### src/rtl/led_matrix_pkg.sv
// Shared constants and types for the tricolour status LED colour-wheel fader.
// Contents: phase encodings (0..5 round the wheel), duty type, PWM and wheel limits.
// Imported by led_matrix_top and led_pwm_channel.
package led_matrix_pkg;

   localparam int DUTY_W = 8;
   typedef logic [DUTY_W-1:0] duty_t;
   typedef logic [2:0]        phase_t;

   // Wheel phases, named after which channels are full, rising (UP) or falling (DN)
   localparam phase_t PH_R_GUP = 3'd0;   // R full,  G rising
   localparam phase_t PH_RDN_G = 3'd1;   // R falling, G full
   localparam phase_t PH_G_BUP = 3'd2;   // G full,  B rising
   localparam phase_t PH_GDN_B = 3'd3;   // G falling, B full
   localparam phase_t PH_RUP_B = 3'd4;   // R rising, B full
   localparam phase_t PH_R_BDN = 3'd5;   // R full,  B falling

   localparam duty_t  PWM_MAX    = 8'd255;
   localparam phase_t PHASE_LAST = PH_R_BDN;

endpackage

### src/rtl/led_pwm_channel.sv
// One PWM colour channel: shadow duty register, compare, registered active-low pin.
// Ports: clk/rst_n; pwm_cnt shared counter; load = period-boundary strobe;
//        target = duty to adopt at the boundary; led_n = active-low LED drive.
module led_pwm_channel
   import led_matrix_pkg::*;
(
   input  logic  clk,
   input  logic  rst_n,
   input  duty_t pwm_cnt,
   input  logic  load,
   input  duty_t target,
   output logic  led_n
);

   duty_t shadow;

   // Duty only changes on the last count of a period, so every 256-cycle
   // window is driven by a single, whole duty value.
   always_ff @(posedge clk or negedge rst_n) begin
      if (!rst_n) begin
         shadow <= '0;
         led_n  <= 1'b1;
      end else begin
         if (load) begin
            shadow <= target;
         end
         led_n <= !(pwm_cnt < shadow);
      end
   end

endmodule

### src/rtl/led_matrix_top.sv
// Board status LED: fades an active-low RGB LED round a 6-phase colour wheel.
// Ports: OSC_CLK_IN single clock; RESET_ async active-low reset;
//        LED_R_/LED_G_/LED_B_ active-low LED pins (1 = off), registered.
module led_matrix_top
   import led_matrix_pkg::*;
#(
   parameter int PRESCALE = 16,   // oscillator cycles per wheel step, 1..65535
   parameter int PWM_BITS = 8     // PWM width; this revision supports 8 only
)
(
   input  logic OSC_CLK_IN,
   input  logic RESET_,
   output logic LED_R_,
   output logic LED_G_,
   output logic LED_B_
);

   logic [15:0]         pre_cnt;
   logic                tick;
   logic [PWM_BITS-1:0] step;
   phase_t              phase;
   logic [PWM_BITS-1:0] pwm_cnt;
   logic                load;
   duty_t               tgt_r;
   duty_t               tgt_g;
   duty_t               tgt_b;
   duty_t               up;
   duty_t               down;

   // Prescaler: counts 0..PRESCALE-1; with PRESCALE = 1 tick is constant high.
   assign tick = (pre_cnt == 16'(PRESCALE - 1));

   always_ff @(posedge OSC_CLK_IN or negedge RESET_) begin
      if (!RESET_) begin
         pre_cnt <= '0;
      end else if (tick) begin
         pre_cnt <= '0;
      end else begin
         pre_cnt <= pre_cnt + 16'd1;
      end
   end

   // Wheel sequencer: 256 steps per phase, phase wraps after PHASE_LAST.
   always_ff @(posedge OSC_CLK_IN or negedge RESET_) begin
      if (!RESET_) begin
         step  <= '0;
         phase <= PH_R_GUP;
      end else if (tick) begin
         if (step == PWM_MAX) begin
            step  <= '0;
            phase <= (phase == PHASE_LAST) ? PH_R_GUP : phase + 3'd1;
         end else begin
            step <= step + 8'd1;
         end
      end
   end

   // Free-running PWM counter; its final count is the shadow-load strobe.
   always_ff @(posedge OSC_CLK_IN or negedge RESET_) begin
      if (!RESET_) begin
         pwm_cnt <= '0;
      end else begin
         pwm_cnt <= pwm_cnt + 8'd1;
      end
   end

   assign load = (pwm_cnt == PWM_MAX);
   assign up   = step;
   assign down = PWM_MAX - step;

   // Target duty per phase. On a cycle where tick and load coincide the
   // shadows latch these pre-tick values; the new step shows next period.
   always_comb begin
      tgt_r = '0;
      tgt_g = '0;
      tgt_b = '0;
      case (phase)
         PH_R_GUP: begin tgt_r = PWM_MAX; tgt_g = up;      end
         PH_RDN_G: begin tgt_r = down;    tgt_g = PWM_MAX; end
         PH_G_BUP: begin tgt_g = PWM_MAX; tgt_b = up;      end
         PH_GDN_B: begin tgt_g = down;    tgt_b = PWM_MAX; end
         PH_RUP_B: begin tgt_r = up;      tgt_b = PWM_MAX; end
         PH_R_BDN: begin tgt_r = PWM_MAX; tgt_b = down;    end
         default:  begin tgt_r = '0;      tgt_g = '0;      end
      endcase
   end

   led_pwm_channel u_red (
      .clk     (OSC_CLK_IN),
      .rst_n   (RESET_),
      .pwm_cnt (pwm_cnt),
      .load    (load),
      .target  (tgt_r),
      .led_n   (LED_R_)
   );

   led_pwm_channel u_green (
      .clk     (OSC_CLK_IN),
      .rst_n   (RESET_),
      .pwm_cnt (pwm_cnt),
      .load    (load),
      .target  (tgt_g),
      .led_n   (LED_G_)
   );

   led_pwm_channel u_blue (
      .clk     (OSC_CLK_IN),
      .rst_n   (RESET_),
      .pwm_cnt (pwm_cnt),
      .load    (load),
      .target  (tgt_b),
      .led_n   (LED_B_)
   );

endmodule

### config.mk
export PLATFORM = sky130hd
export DESIGN_NAME = led_matrix_top
export DESIGN_NICKNAME = d
export VERILOG_FILES = /design/src/rtl/led_matrix_pkg.sv /design/src/rtl/led_pwm_channel.sv /design/src/rtl/led_matrix_top.sv
export SDC_FILE = /design/constraint.sdc
export NUM_CORES = 1
export LEC_CHECK = 0
export BUFFER_PORTS_ARGS = -buffer_cell sky130_fd_sc_hd__buf_4
export CORE_MARGIN = 2
export CORE_UTILIZATION = 40
export CTS_CLUSTER_DIAMETER = 100
export CTS_CLUSTER_SIZE = 40
export DETAILED_ROUTE_END_ITERATION = 16
export GPL_TIMING_DRIVEN = 0
export SETUP_SLACK_MARGIN = 0.02
export SLEW_MARGIN = 0
export SYNTH_ARGS = -nofsm -noshare
export SYNTH_HDL_FRONTEND = slang
export SYNTH_SLANG_ARGS = --single-unit
### constraint.sdc
create_clock -name OSC_CLK_IN -period 2.8 [get_ports OSC_CLK_IN]
set_input_delay 0.56 -clock OSC_CLK_IN [delete_from_list [all_inputs] [get_ports OSC_CLK_IN]]
set_output_delay 0.56 -clock OSC_CLK_IN [all_outputs]
set_load 0.005 [all_outputs]
# Word-level counts from Yosys, hierarchy flattened
# Index checks and enable logic that the tools add are counted.
[word_totals]
out_inout_bits = 3
mem_bits_ro = 0
n_memories = 0
wordCells = 40
mem_bits_rw = 0
latch_bits = 0
regBits = 62
[classes]
magnitude_cmp = 3
multipliers = 0
shift = 0
n_eq_ne = 8
n_div = 0
bitwise = 0
muxes = 6
n_addsub = 5
n_reduce_logical = 8
[ops]
columns = ["operator", "count"]
rows = [
  ["$pmux 8 s3", 3],
  ["$lt 8x8->1", 3],
  ["$add 16x1->16 const B", 1],
  ["$add 8x1->8 const B", 2],
  ["$eq 16x4->1 const B", 1],
  ["$eq 8x8->1 const B", 2],
  ["$mux 16", 1],
  ["$mux 8", 1],
  ["$sub 8x8->8 const A", 1],
  ["$eq 3x2->1 const B", 2],
  ["$eq 3x3->1 const B", 2],
  ["$reduce_or 2->1", 3],
  ["$add 3x1->3 const B", 1],
  ["$eq 3x1->1 const B", 1],
  ["$logic_not 1->1", 3],
  ["$logic_not 3->1", 1],
  ["$mux 3", 1],
  ["$reduce_and 2->1", 1],
]

# Depth between registers and ports, before layout
# Gate-level depths: netlist of the first run.
[logic_depth]
depth_word = 3
ltp_mapped = 7
depth_no_buf = 6

# By module
# From an unflattened synthesis of the first run, not the netlist that was laid out.
[unflattened]
hier_cells = 368
area_unflattened_um2 = 3443.3
[by_module_without_submodules]
columns = ["module", "n_inst", "cells_per_inst", "seq_area_each_um2", "area_each_um2"]
rows = [
  ["led_matrix_top", 1, 221, 875.8, 2016.9],
  ["led_pwm_channel", 3, 49, 226.5, 475.5],
]

# Least setup slack after synthesis of the first run
# No wires, ideal clock.
[synth_timing]
path_kind = "flip-flop to flip-flop"
startpoint = "register pwm_cnt[0]"
endpoint = "register u_blue.shadow[2]"
path_stages_with_launch = 8
period_less_slack_ns = 1.673
setup_ns = 0.124
path_slack_ns = 1.127
n_path_buf = 2
arrival_ns = 1.548
t_required_ns = 2.676
cell_sequence = "dfrtp_1 -> ha_1 -> nand2_1 -> or3_1 -> buf_6 -> buf_12 -> a211oi_2 -> a21oi_1"
[synth_between]
elab_chain_len = 1
[synth_lines]
columns = ["item", "line_no", "text"]
rows = [
  ["from (decl)", "led_matrix_top.sv:22", "logic [PWM_BITS-1:0] pwm_cnt;"],
  ["from (signal assigned)", "led_matrix_top.sv:63", "pwm_cnt <= pwm_cnt + 8'd1;"],
  ["$eq 8x8->1", "led_matrix_top.sv:67", "assign load = (pwm_cnt == PWM_MAX);"],
  ["to (signal assigned)", "led_pwm_channel.sv:25", "shadow <= target;"],
  ["to (decl)", "led_pwm_channel.sv:15", "duty_t shadow;"],
]
# Every way passes these cells.
# A chain may end at the register's enable or synchronous reset.

# Worst setup path after layout of the first run
[layout_timing]
startpoint = "register pwm_cnt[0]"
endpoint = "register u_blue.shadow[6]"
# The elaborated chain is that of the path after synthesis.

==> results by group, run 1 <==
Pwr
  – Cell Int Power: around 0.0014 W
  – Switching Share: 0.206
  – Pwr per Cell Area: between 400 and 500 nW/um^2
  – Peak supply drop: 0.196 mV
  – Pleak: 1.78 nW
  – Seq pwr share: 0.506
  – Gate power share: 0.010
  – Total power draw: 0.00177 W
  – Switch Pwr: 0.000364 W
  – Clk pwr share: 0.484

Synthesis
  – FFs w/ async S/R, synth: 1.00
  – Post-synth EDFFs: 0
  – Avg Inst Size Synth: ~9.8 um^2
  – Synth unique cells: 43
  – Synth area leaders: dfrtp_1, ha_1, xnor2_1, a21oi_1, nor2_1
  – Post-Syn Instances: between 300 and 400
  – Seq/Total Area, Yosys: 0.439
  – Synthesis-stage register bit count: a little over 60
  – Commonest cells post-synth: dfrtp_1, nor2_1, nand2_1, inv_1, ha_1
  – Synth Flop Type: dfrtp_1
  – Synth Cell Area: roughly 3500 um^2
  – Mapped Nets: 390
  – Top-count cell post-synth: dfrtp_1
  – Synth warn: 0
  – Largest area contributor in the netlist: dfrtp_1
  – Yosys top cell area share: 0.417

CTS
  – Htree depth: 3
  – Cts hold-fix bufs: 0
  – Latest clock arrival within the worst-skew pair: roughly 0.35 ns
  – Clk slew on worst S/H paths: around 0.08 ns
  – CTS Buffer Depth: 2
  – CTS Buf Count: 9
  – Root Driver: clkbuf_8
  – Clock Sinks: 62
  – CTS tree: built
  – Postcts setup bufs: 0
  – PostCTS Resize Cnt: 0

Run
  – Maxcap violations: 0

Die
  – Die Y: 98.1 um
  – Die area: approximately 9600 um^2
  – Core area: between 8000 and 9000 um^2
  – Die width: 98.1 um
  – Top Ports: 5
  – Row count: 34
  – Initial Util: 0.410

Finish
  – Diodes inserted: 0
  – Final net count: about 400
  – Multi-input logic area: about 1800 um^2
  – Filler Cells Inserted: ~840
  – Share of cells above drive strength 1: 0.146
  – Register area: about 1600 um^2
  – Area Overhead vs Synth: 10.9%
  – Final core occ: 0.455

Detailed routing
  – DR vias/cell: 5.25
  – Initial DRC Count: about 110
  – Routed len/inst: around 14 um
  – Uppermost layer routed: met4
  – Metal-1 WL: 3480 um
  – Detail Route Antenna Nets: 0
  – DRT Pass-1 Iters: 4
  – Met2 wire length: between 3000 and 4000 um
  – Met3 wire len: 207 um
  – Vias: between 2000 and 3000
  – Routed wire length: between 7000 and 8000 um
  – DRC Markers: 0

Timing
  – Maximum clock rate: 505 MHz
  – Final Critical Period: between 1.5 and 2 ns
  – Worst setup margin: between 0.8 and 0.9 ns
  – RSZ-0062 raised after global routing: no
  – Slew Viols, Final: 0
  – Final Hold Fails: 0
  – Final Skew: 0.0125 ns
  – Headroom to the max-slew limit: 0.478
  – Setup TNS: 0 ns
  – Tcrit/Tclk final: 0.707
  – Worst-margin pin slew: a little under 0.8 ns
  – Final setup viols: 0

Worst setup path
  – Reg2reg end: u_blue.shadow[6]
  – WP data required: 3.02 ns
  – Max stage delay on crit path: around 0.49 ns
  – Slowest CP cell: dfrtp_1
  – R2R Setup Slk: 0.82 ns
  – Crit Path Max Fanout: 7
  – Worst EP arrival: 2.20 ns
  – Worst flop-to-flop path startpoint: pwm_cnt[0]
  – Crit path kind: flip-flop to flip-flop
  – Crit. End Element: flip-flop
  – Critical path cell sequence: ha_1 -> nand2_1 -> or3_1 -> buf_6 -> a211oi_1 -> a21oi_1
  – Startpoint Class: flip-flop
  – R2R depth: 6

Min path
  – HP Class: input port to async pin

Placement
  – DPL Wire Length: just over 5000 um
  – Number of port buffers: 4
  – Worst slack at placement: between 0.8 and 0.9 ns
  – RePlAce Congestion: 0.848

Global route
  – Largest net degree at the start of global routing: 63
  – Number of global-route vias before repair: approximately 2400
  – Total GRT Usage: 0.162
  – Grt total ovfl: 0
  – First-pass GRT wire length: ~12000 um
  – Initial antenna violation count: 0

Run status
  – Outcome: completed
-- power by group through the flow --
stage | combinational, W | sequential (W) | clock [W]
global placement | 0.0000190 | 0.000912 | 0
finish | 0.0000176 | 0.000896 | 0.000856
global route | 0.0000214 | 0.000895 | 0.000918
floorplan | 0.000000000822 | 0.000913 | 0
CTS | 0.0000191 | 0.000895 | 0.000883
detailed placement | 0.0000193 | 0.000912 | 0
-- how the worst max path moves through the flow --
stage,start,endpoint,slack (ns)
after global routing,pwm_cnt[1],u_blue.shadow[3],0.70
after floorplan,pwm_cnt[0],u_blue.shadow[2],1.13
after CTS,pwm_cnt[0],u_blue.shadow[6],0.82
after detailed placement,pwm_cnt[0],u_blue.shadow[6],0.85
final,pwm_cnt[0],u_blue.shadow[6],0.82
after global placement,pwm_cnt[0],u_blue.shadow[5],0.88
-- final cells by class --
type	count	share of cell area
multi-input combinational	254	0.451
sequential	62	0.396
clock buffer	14	0.0465
tap	108	0.0344
inverter	31	0.0296
buffer	16	0.0258
clock inverter	2	0.00955
timing repair buffer	4	0.00764
-- cell usage in the layout (no fill, tap or decap), types with 3 or more instances in the layout --
cell / netlist / layout
dfrtp_1: 59 / 59
nor2_1: 32 / 32
nand2_1: 31 / 31
inv_1: 30 / 30
ha_1: 25 / 25
a21oi_1: 24 / 24
o21ai_0: 21 / 21
nand3_1: 15 / 15
xnor2_1: 14 / 14
clkbuf_8: 0 / 13
and3_1: 8 / 8
xor2_1: 8 / 8
o31ai_2: 8 / 8
a22oi_1: 8 / 8
o22ai_1: 8 / 8
clkbuf_1: 6 / 7
a21o_1: 6 / 6
a31oi_1: 6 / 6
buf_2: 5 / 5
buf_4: 1 / 5
nor2b_1: 4 / 4
and4_1: 4 / 4
and2_1: 4 / 4
a211oi_2: 4 / 4
nand2b_1: 3 / 3
a211oi_1: 3 / 3
dfstp_2: 3 / 3
-- critical path, delay by kind of cell (launching register included) --
family                     cells  cell delay (ns)
and+or+nand+nor                2             0.52
DFF                            1             0.49
AOI/OAI and AO/OA              2             0.41
adders and majority gates      1             0.26
buffers and inverters          1             0.16
-- state kept, by name, summed over array words and instances, names as in the netlist --
| name | cells |
|---|---|
| pwm_cnt | 8 |
| u_red.led_n | 1 |
| u_green.shadow | 8 |
| u_blue.led_n | 1 |
| step | 8 |
| phase | 3 |
| pre_cnt | 16 |
| u_blue.shadow | 8 |
| u_green.led_n | 1 |
| u_red.shadow | 8 |
-- cell families (layout without fill, tap and decap cells) --
logic type / Yosys count / count (layout) / share of synthesized area
muxes: 3 / 3 / 0.00953
DFF: 62 / 62 / 0.439
AOI/OAI and AO/OA: 90 / 90 / 0.171
and+or+nand+nor: 114 / 114 / 0.177
xor gates and xnor gates: 22 / 22 / 0.0544
adders and majority gates: 25 / 25 / 0.0883
buffers and inverters: 47 / 67 / 0.0614
-- stage by stage --
step | hold WS [ns] | std cells | instance area [um^2]
floorplan | 0.264 | 363 | 3540
global placement | 0.446 | 475 | 3710
detailed placement | 0.456 | 475 | 3710
CTS | 0.301 | 491 | 3930
global route | 0.324 | 491 | 3930
finish | 0.273 | 491 | 3930
-- per-layer routing --
layer	vias to the layer above	global-route usage
li1	1293	-
met1	1248	0.222
met2	29	0.249
met3	10	0.0408
met4	0	0.0641
met5	-	0
Note: power is estimated with default switching activity, not from simulation.
==> run 2: changes to the inputs <==
==> constraint.sdc (replaced) <==
create_clock -name OSC_CLK_IN -period 1.9 [get_ports OSC_CLK_IN]
set_input_delay 0.38 -clock OSC_CLK_IN [delete_from_list [all_inputs] [get_ports OSC_CLK_IN]]
set_output_delay 0.38 -clock OSC_CLK_IN [all_outputs]
set_load 0.005 [all_outputs]
==> results by group, run 2 (synthesis gave the netlist of run 1 again) <==
Global route
  – Grt total ovfl: 0 (unchanged)
  – Largest net degree at the start of global routing: 63 (unchanged)
  – Total GRT Usage: 0.163 (+0.000756)
  – First-pass GRT wire length: 12300 um (+0.51%)
  – Initial antenna violation count: 0 (unchanged)
  – Number of global-route vias before repair: 2463 (+0.74%)

Timing
  – Maximum clock rate: 557 MHz (+10%)
  – Headroom to the max-slew limit: 0.478 (about the same)
  – Slew Viols, Final: 0 (unchanged)
  – Final Critical Period: 1.80 ns (-0.183 ns)
  – Worst-margin pin slew: 0.783 ns (-0.000598 ns)
  – RSZ-0062 raised after global routing: no
  – Final Skew: 0.0112 ns (-0.00126 ns)
  – Final hold slack: 0.0954 ns (-0.177 ns)
  – Final setup viols: 0 (unchanged)
  – Tcrit/Tclk final: 0.945 (+0.239)
  – Final Hold Fails: 0 (unchanged)

Pwr
  – Gate power share: 0.010 (about the same)
  – Switching Share: 0.205 (-0.000668)
  – Cell Int Power: 0.00207 W (+47%)
  – Switch Pwr: 0.000534 W (+47%)
  – Seq pwr share: 0.507 (about the same)
  – Peak supply drop: 0.322 mV (+64%)
  – Pwr per Cell Area: 650 nW/um^2 (+44%)
  – Clk pwr share: 0.483 (about the same)
  – Pleak: 1.82 nW (+2.4%)

Placement
  – DPL Wire Length: 5160 um (unchanged)
  – Number of port buffers: 4 (unchanged)
  – RePlAce Congestion: 0.848 (unchanged)
  – Cells after DPL: 475 (unchanged)

Worst setup path
  – Crit path kind: flip-flop to flip-flop
  – Startpoint Class: flip-flop
  – Crit. End Element: flip-flop
  – WP data required: 2.11 ns (-0.91 ns)
  – Crit Path Max Fanout: 6 (-1)
  – Worst EP arrival: 2.01 ns (-0.19 ns)

Run status
  – Outcome: completed

CTS
  – Htree depth: 3 (unchanged)
  – CTS tree: built
  – CTS Buf Count: 9 (unchanged)
  – Latest clock arrival within the worst-skew pair: 0.35 ns (about the same)
  – Clock Sinks: 62 (unchanged)
  – Cts hold-fix bufs: 0 (unchanged)
  – Clk slew on worst S/H paths: 0.07 ns (about the same)
  – CTS Buffer Depth: 2 (unchanged)
  – Root Driver: clkbuf_8

Die
  – Core area: 8640 um^2 (unchanged)
  – Initial Util: 0.410 (unchanged)
  – Top Ports: 5 (unchanged)
  – Die width: 98.1 um (unchanged)
  – Die area: 9630 um^2 (unchanged)
  – Die Y: 98.1 um (unchanged)
  – Row count: 34 (unchanged)

Finish
  – Commonest cells after routing, fill and taps aside: dfrtp_1, nor2_1, nand2_1
  – Final core occ: 0.464 (+0.00913)
  – Most common cell after layout, fill and taps aside: dfrtp_1
  – Max FFs per register: 16 (unchanged)
  – Filler Cells Inserted: 829 (-1.1%)
  – Cell Count, Final, Fillers Out: 497 (+1.2%)
  – Share of cells above drive strength 1: 0.180 (+0.0337)
  – Diodes inserted: 0 (unchanged)
  – Area Overhead vs Synth: 13.1%
  – Largest Register: pre_cnt
  – Final net count: 411 (+1.5%)

Detailed routing
  – DRT Pass-1 Iters: 4 (unchanged)
  – Initial DRC Count: 120 (+13%)
  – DRC Markers: 0 (unchanged)
  – DR vias/cell: 5.19 (-1.2%)
  – Detail Route Antenna Nets: 0 (unchanged)
  – Routed wire length: 7160 um (+1.3%)
  – Routed len/inst: 14.4 um (about the same)
  – Vias: 2580 (unchanged)

Min path
  – HP Class: input port to async pin

Run
  – Maxcap violations: 0 (unchanged)
run 2: worst max-delay path: stages (launching register included):
cell and delay [ns]:
dfrtp_2 0.38, ha_2 0.21, nand2_1 0.12, or3_1 0.39
buf_6 0.16, a211oi_1 0.33, a21oi_1 0.07
run 2: cell type report:
cell class / count / area (um^2) / share of cell area
multi-input cells: 254 / 1800 / 0.448
repair buffers: 11 / 82.6 / 0.0206
clock inverters: 2 / 37.5 / 0.00937
plain buffers: 15 / 97.6 / 0.0244
flip-flops and latches: 62 / 1560 / 0.389
clock buffers: 14 / 183 / 0.0456
well taps: 108 / 135 / 0.0337
inverters: 31 / 116 / 0.0290
run 2: repair_timing:
item                       in CTS  in global routing
pin swaps                       0                  1
gates resized for setup         4                  5
setup endpoints to repair      13                 19
buffers inserted                1                  6
run 2: metal layers:
layer / part of all wire / vias up / GRT usage
met1: 0.50 / 1236 / 0.222
met2: 0.46 / 34 / 0.251
met3: 0.030 / 7 / 0.0408
met5: 0 / - / 0
li1: - / 1303 / -
met4: 0.012 / 0 / 0.0641
run 2: path summary, 6_finish.rpt:
kind / cells after the start / endpoint / slack (ns) / from
setup / recovery: 6 / u_blue.shadow[7] / 0.10 / pwm_cnt[1]
setup reg to reg: 6 / u_blue.shadow[7] / 0.10 / pwm_cnt[1]
max in group asynchronous: 1 / pwm_cnt[1] / 1.27 / RESET_
hold / removal: 1 / pwm_cnt[4] / 0.1 / RESET_
hold reg to reg: 1 / pre_cnt[0] / 0.46 / pre_cnt[0]
min in group OSC_CLK_IN: 1 / pre_cnt[0] / 0.46 / pre_cnt[0]
run 2: stage by stage:
stage	cell area, um^2	setup WS [ns]	TNS [ns]	power [W]
CTS	3950	0.0259	0	0.00265
detailed placement	3710	-0.0508	-0.182	0.00137
floorplan	3540	0.227	0	0.00134
finish	4010	0.104	0	0.00261
global placement	3710	-0.0229	-0.0602	0.00137
global route	4010	0.0292	0	0.00271
run 2: power groups by stage:
| stage | Sequential, W | Clock (W) | Combinational (W) |
|---|---|---|---|
| global placement | 0.00134 | 0 | 0.0000280 |
| global route | 0.00132 | 0.00136 | 0.0000315 |
| finish | 0.00132 | 0.00126 | 0.0000259 |
| CTS | 0.00132 | 0.00130 | 0.0000282 |
| floorplan | 0.00134 | 0 | 0.000000000822 |
| detailed placement | 0.00134 | 0 | 0.0000284 |
